==> config.mk <==
export PLATFORM = sky130hd
export DESIGN_NAME = ram_ctrl
export DESIGN_NICKNAME = d
export VERILOG_FILES = /design/src/rtl/ram_ctrl_pkg.sv /design/src/rtl/ram_ctrl.sv
export SDC_FILE = /design/constraint.sdc
export NUM_CORES = 1
export LEC_CHECK = 0
export CAP_MARGIN = 30
export CORE_ASPECT_RATIO = 0.8
export CORE_MARGIN = 3
export CORE_UTILIZATION = 23
export DETAILED_ROUTE_END_ITERATION = 6
export DONT_BUFFER_PORTS = 1
export PLACE_DENSITY = 0.45
export SETUP_SLACK_MARGIN = 0.3
export SYNTH_ARGS = -nofsm -noshare
export SYNTH_HDL_FRONTEND = slang
export SYNTH_SLANG_ARGS = --single-unit
export TNS_END_PERCENT = 20
==> constraint.sdc <==
create_clock -name clk -period 1.97 [get_ports clk]
set_clock_uncertainty 0.2 [all_clocks]
set_input_delay 0.2955 -clock clk [delete_from_list [all_inputs] [get_ports clk]]
set_output_delay 0.2955 -clock clk [all_outputs]
set_load 0.02 [all_outputs]
==> src/rtl/ram_ctrl_pkg.sv <==
// Shared definitions for the ram_ctrl request/fill controller.
// Contents: ram_ctrl_state_t, the controller FSM state encoding.
package ram_ctrl_pkg;

  typedef enum logic [1:0] {
    IDLE    = 2'd0,
    FILL    = 2'd1,
    RD_WAIT = 2'd2,
    RESP    = 2'd3
  } ram_ctrl_state_t;

endpackage

==> src/rtl/ram_ctrl.sv <==
// ram_ctrl: front end for a single-port ram. It accepts read/write requests
// with a valid/ready handshake, returns read data with a valid/ready
// handshake, and can fill the whole memory with one value.
//
// Ports:
//   clk, reset                 clock (rising edge), synchronous active-low reset
//   req_valid/req_ready        request handshake
//   req_rw_                    1 = read, 0 = write
//   req_addr, req_wdata        request address and write data
//   resp_valid/resp_ready      read response handshake
//   resp_rdata                 read data, zero whenever resp_valid is low
//   fill_start, fill_data      start a whole-memory fill with fill_data
//   fill_done                  one-cycle pulse in the first IDLE cycle after a fill
//   busy                       high whenever the FSM is not in IDLE
//   ram_en_, ram_rw_           ram enable (active low), ram read/write select
//   ram_addr, ram_wdata        ram address and write data
//   ram_rdata                  ram read data (latency 0 or 1 cycle per OUTREG)
module ram_ctrl
  import ram_ctrl_pkg::*;
#(
  parameter int unsigned DATA   = 16,
  parameter int unsigned DEPTH  = 4,
  parameter bit          OUTREG = 1'b0,
  localparam int unsigned ADDR  = $clog2(DEPTH)
) (
  input  logic            clk,
  input  logic            reset,
  input  logic            req_valid,
  output logic            req_ready,
  input  logic            req_rw_,
  input  logic [ADDR-1:0] req_addr,
  input  logic [DATA-1:0] req_wdata,
  output logic            resp_valid,
  input  logic            resp_ready,
  output logic [DATA-1:0] resp_rdata,
  input  logic            fill_start,
  input  logic [DATA-1:0] fill_data,
  output logic            fill_done,
  output logic            busy,
  output logic            ram_en_,
  output logic            ram_rw_,
  output logic [ADDR-1:0] ram_addr,
  output logic [DATA-1:0] ram_wdata,
  input  logic [DATA-1:0] ram_rdata
);

  localparam logic [ADDR-1:0] LAST = ADDR'(DEPTH - 1);

  ram_ctrl_state_t state;
  logic [ADDR-1:0] counter;
  logic [DATA-1:0] fill_reg;

  // fill_start has priority over a request; nothing is accepted during reset
  assign req_ready  = reset && (state == IDLE) && !fill_start;
  assign resp_valid = (state == RESP);
  assign busy       = (state != IDLE);

  always_ff @(posedge clk) begin
    if (!reset) begin
      state      <= IDLE;
      resp_rdata <= '0;
      fill_done  <= 1'b0;
      counter    <= '0;
      fill_reg   <= '0;
    end else begin
      fill_done <= 1'b0;
      unique case (state)
        IDLE: begin
          if (fill_start) begin
            fill_reg <= fill_data;
            counter  <= '0;
            state    <= FILL;
          end else if (req_valid && req_rw_) begin
            if (OUTREG) begin
              state <= RD_WAIT;
            end else begin
              resp_rdata <= ram_rdata;
              state      <= RESP;
            end
          end
        end
        FILL: begin
          // explicit terminal compare so non-power-of-2 depths never wrap
          if (counter == LAST) begin
            counter   <= '0;
            fill_done <= 1'b1;
            state     <= IDLE;
          end else begin
            counter <= counter + 1'b1;
          end
        end
        RD_WAIT: begin
          resp_rdata <= ram_rdata;
          state      <= RESP;
        end
        RESP: begin
          // clearing here keeps resp_rdata zero outside RESP
          if (resp_ready) begin
            resp_rdata <= '0;
            state      <= IDLE;
          end
        end
        default: state <= IDLE;
      endcase
    end
  end

  always_comb begin
    ram_en_   = 1'b1;
    ram_rw_   = 1'b1;
    ram_addr  = '0;
    ram_wdata = '0;
    if (reset) begin
      if (state == FILL) begin
        ram_en_   = 1'b0;
        ram_rw_   = 1'b0;
        ram_addr  = counter;
        ram_wdata = fill_reg;
      end else if (req_ready && req_valid) begin
        ram_en_  = 1'b0;
        ram_rw_  = req_rw_;
        ram_addr = req_addr;
        if (!req_rw_) begin
          ram_wdata = req_wdata;
        end
      end
    end
  end

endmodule
## Word level (Yosys, flattened, before mapping)

Index checks and enable logic that the tools add are counted.

| word-level totals | value |
|---|---|
| bits of input ports | 56 |
| flip-flop bits (word level) | 37 |
| output and inout bits | 40 |

| operators by class | value |
|---|---|
| muxes and demuxes | 26 |
| reduce and logical (&&, ||, !) cells | 14 |
| equality and inequality tests | 10 |
| add/sub/neg operators | 1 |

Operator list:

| operator | number |
|---|---|
| $mux 16 | 7 |
| $pmux 16 s3 | 1 |
| $mux 2 | 9 |
| $pmux 2 s4 | 1 |
| $mux 1 | 7 |
| $eq 2x2->1 const B | 3 |
| $ne 2x2->1 const B | 3 |
| $reduce_and 2->1 | 3 |
| $logic_and 1x1->1 | 4 |
| $ne 2x1->1 const B | 2 |
| $pmux 2 s2 | 1 |
| $reduce_and 4->1 | 1 |
| $reduce_bool 2->1 | 2 |
| $ne 3x2->1 const B | 1 |
| $reduce_and 3->1 | 1 |
| $reduce_bool 3->1 | 1 |
| $add 2x1->2 const B | 1 |
| $eq 2x1->1 const B | 1 |
| $logic_not 2->1 | 1 |
| $logic_not 1->1 | 1 |

## Depth between registers and ports, before layout

| depth | value |
|---|---|
| depth after elaboration | 7 |
| gate-level depth with buffers | 6 |
| mapped depth without buffers | 3 |

## Worst setup path before layout

Ideal clock, no wire load.

| timing | value |
|---|---|
| path type | register to output |
| from | register state[0] |
| to | output req_ready |
| arrival | 1.444 ns |
| data required time | 1.475 ns |
| setup slack | 0.031 ns |
| cell stages (with the launch flop) | 5 |
| path through | dfxtp_1 > buf_4 > buf_2 > or2_1 > nor3b_1 |

| on the way | value |
|---|---|
| cells in the longest elaborated chain, start to end | 3 |

Ends and longest elaborated chain:

| what | line | RTL |
|---|---|---|
| start, declared | ram_ctrl.sv:49 | `ram_ctrl_state_t state;` |
| start signal, assigned | ram_ctrl.sv:60 | `state <= IDLE;` |
| start signal, assigned | ram_ctrl.sv:72 | `state <= FILL;` |
| start signal, assigned | ram_ctrl.sv:75 | `state <= RD_WAIT;` |
| $logic_not 2->1 | ram_ctrl.sv:54 | `assign req_ready = reset && (state == IDLE) && !fill_start;` |
| $logic_and 1x1->1 (2 in series) | ram_ctrl.sv:54 |  |
| end, declared | ram_ctrl.sv:29 | `output logic req_ready,` |

No other way between the ends.

## Worst setup path after layout

| timing | value |
|---|---|
| from | register state[1] |
| to | output ram_wdata[11] |

| on the way | value |
|---|---|
| cells in the longest elaborated chain, start to end | 7 |

Ends and longest elaborated chain:

| what | line | RTL |
|---|---|---|
| $logic_not 2->1 | ram_ctrl.sv:54 |  |
| $logic_and 1x1->1 (2 in series) | ram_ctrl.sv:54 |  |
| $logic_and 1x1->1 | ram_ctrl.sv:119 | `end else if (req_ready && req_valid) begin` |
| $mux 16 | ram_ctrl.sv:119 |  |
| $mux 16 * | ram_ctrl.sv:114 | `if (state == FILL) begin` |
| $mux 16 * | ram_ctrl.sv:113 | `if (reset) begin` |
| end, declared | ram_ctrl.sv:43 | `output logic [DATA-1:0] ram_wdata,` |

Mark *: on every way between the ends. The rest lies on a longest branch, timed or not.

==> results.md <==
- Async set-reset flop share out of synthesis: 0
- Worst-margin pin slew: 0.3797 ns
- #FFs+latches synth: 37
- Layout cells sized above 1: 0.2203
- Number of synthesis warnings: 0
- Main synth FF type: dfxtp_1
- Post-synth EDFFs: 0
- Hold Crit Class: input port to flip-flop
- Wirelength per Cell: 15.08 um
- Top delay family on crit path: flip-flops
- Die Y: 86.37 um
- Post-synthesis sequential area ratio: 0.3989
- Leak: 1.115 nW
- CP required: 1.47 ns
- Critical path peak fanout: 8
- CTS sink count: 37
- Vias in the first global route: 1774
- GPL Wtd Cong: 0.7021
- Initial Utilization: 0.2442
- Slew HR: 0.7463
- Vias: 1845
- RSZ-0062 raised after global routing: yes
- 1st-pass router iterations: 4
- CTS Buffer Depth: 2
- Post-Syn Nets: 294
- Root Buffer: clkbuf_8
- Antenna violation net count after detailed routing: 0
- CP arrival: 1.41 ns
- Worst Reg-to-Reg Cells: 6
- CP Buf/Inv Count: 2
- Antenna Cells: 0
- WS Path Type: flip-flop to output pin
- Fmax: 525.4 MHz
- CP max stage delay: 0.37 ns
- Status: finished with violations
- Row count: 28
- Synth Area per Inst: 7.835 um^2
- Failing checks: hold timing
- Setup crit end kind: output pin
- Reg clk slew, reported paths: 0.08 ns
- Area Overhead vs Synth: 54.78%
- Largest net degree at the start of global routing: 57
- Clock latency on the worst-skew pair: 0.29 ns
- Max-cap violation count: 0
- Worst Hold Margin: -0.04359 ns
- Slew Limit Fails: 0
- CTS Buf Count: 5
- Endpoints failing hold: 37
- Worst hold path cell count: 1
- Post-synthesis cell type count: 28
- Die width: 106.5 um
- Post-Synthesis Cells: 237
- Nets: 351
- CP max-delay cell: dfxtp_4
- 1st-iter DRT viols: 70
- Filler instances: 802
- Grt ovf: 0
- Core Region: 7602 um^2
- Residual DRC: 0
- Io pins: 96
- CP cell instances: nor2b_4, o21ai_4, buf_12, buf_16, a21oi_4
- Max H-tree Level: 2
- Total die area: 9194 um^2
- Total design power: 1.836 mW
- First-pass GRT wire length: 9218 um
- Final Cycle Share: 0.9661
- Routed WL: 6032 um
- Setup TNS: 0 ns
- Critical path launch point type: flip-flop
- Maximum vdd drop: 0.0001984 V
- Synthesized cell area: 1857 um^2
- Tot GR Track Use: 0.1278
- Levels on crit path: 5
- PwrDens: 638.7 nW/um^2
- Tmin final: 1.903 ns
- PortBufs: 0
- Post-DR vias/cell: 4.613
- TritonCTS clock tree: built
- Dpl hpwl: 3881 um
- # setup viols final: 0
- Initial antenna violation count: 0
-- through the flow --
| step | util | worst slack, ns | instance area (um^2) | hold WS, ns | cells |
|---|---|---|---|---|---|
| finish | 0.3780 | 0.06684 | 2874 | -0.04359 | 400 |
| CTS | 0.3558 | 0.06380 | 2705 | -0.05108 | 390 |
| global placement | 0.2864 | 0.2883 | 2177 | 0.2344 | 343 |
| detailed placement | 0.2864 | 0.2818 | 2177 | 0.2385 | 343 |
| floorplan | - | 0.2819 | 2006 | 0.2303 | 237 |
| global route | 0.3780 | 0.01887 | 2874 | -0.06821 | 400 |
-- worst paths after layout --
path	start	end	slack [ns]
worst max-delay path	state[1]$_SDFFE_PN0P_	ram_wdata[11]	0.07
worst min-delay path	reset	counter[0]$_SDFFE_PN0P_	-0.04
worst max register to register	state[0]$_SDFFE_PN0P_	resp_rdata[6]$_SDFFE_PN0P_	0.24
worst min register to register	fill_reg[12]$_SDFFE_PN0P_	fill_reg[12]$_SDFFE_PN0P_	0.25
-- cells by family after synthesis --
group,count (synthesis),share of synthesized area
AO/OA/AOI/OAI,43,0.1530
adder cells (fa/ha/maj),1,0.006737
buffers and inverters,20,0.05997
flip-flops,37,0.3989
multiplexers,16,0.08625
AND/OR/NAND/NOR,120,0.2952
-- Yosys cell counts (2+ instances only) --
cell / number / area [um^2]
nor2b_1: 3 / 18.77
dfxtp_1: 37 / 740.7
a21oi_1: 20 / 100.1
nor3b_1: 2 / 15.01
nand3b_1: 2 / 15.01
nand2b_1: 3 / 18.77
nand2_1: 85 / 319.1
mux2i_1: 16 / 160.2
buf_4: 2 / 15.01
clkbuf_1: 6 / 22.52
buf_2: 10 / 50.05
a21boi_1: 18 / 135.1
nand3_1: 18 / 90.09
-- metal layers --
| metal | vias to the layer above | wire length [um] | global-route usage |
|---|---|---|---|
| met2 | 60 | 2789 | 0.2064 |
| li1 | 904 | - | - |
| met3 | 5 | 359 | 0.03872 |
| met4 | 0 | 55 | 0.03136 |
| met1 | 876 | 2829 | 0.1686 |
| met5 | - | 0 | 0 |
-- cells in the final DEF, fill, tap and decap left out, types with 2 or more instances in the layout --
| cell | count |
|---|---|
| nand2b_4 | 2 |
| nor3b_4 | 2 |
| nand3_1 | 18 |
| clkbuf_8 | 5 |
| mux2i_1 | 16 |
| dfxtp_4 | 2 |
| buf_12 | 2 |
| nor2b_4 | 2 |
| buf_6 | 6 |
| a21oi_2 | 4 |
| dfxtp_1 | 35 |
| buf_4 | 18 |
| a21oi_4 | 12 |
| nand2_1 | 81 |
| a21oi_1 | 5 |
| clkbuf_1 | 3 |
| dlygate4sd3_1 | 41 |
| a21boi_1 | 18 |
| nand3b_1 | 2 |
| nand2_2 | 4 |
-- final cells by class --
class / instances / area, um^2 / share of cell area
multi-input cells: 180 / 1205 / 0.4192
flip-flops and latches: 37 / 748.2 / 0.2603
repair buffers: 69 / 705.7 / 0.2455
well taps: 105 / 131.4 / 0.04571
clock buffers: 8 / 80.08 / 0.02786
inverters: 1 / 3.754 / 0.001306
-- timing repair --
| item | in CTS | in global routing |
|---|---|---|
| cloned | 2 | 1 |
| hold buffers | 33 | 8 |
| gates resized for setup | 19 | 14 |
| pin swaps | 4 | 6 |
| endpoints found under the hold margin | 37 | 36 |
| setup buffers | 4 | 1 |
| endpoints found under the setup margin | 38 | 38 |
-- where the power goes --
part           switching, mW  internal, mW
combinational          0.238         0.228
clock                  0.277         0.252
sequential            0.0505         0.791
total                  0.565          1.27
No activity file was read; power rests on OpenSTA's default activity.
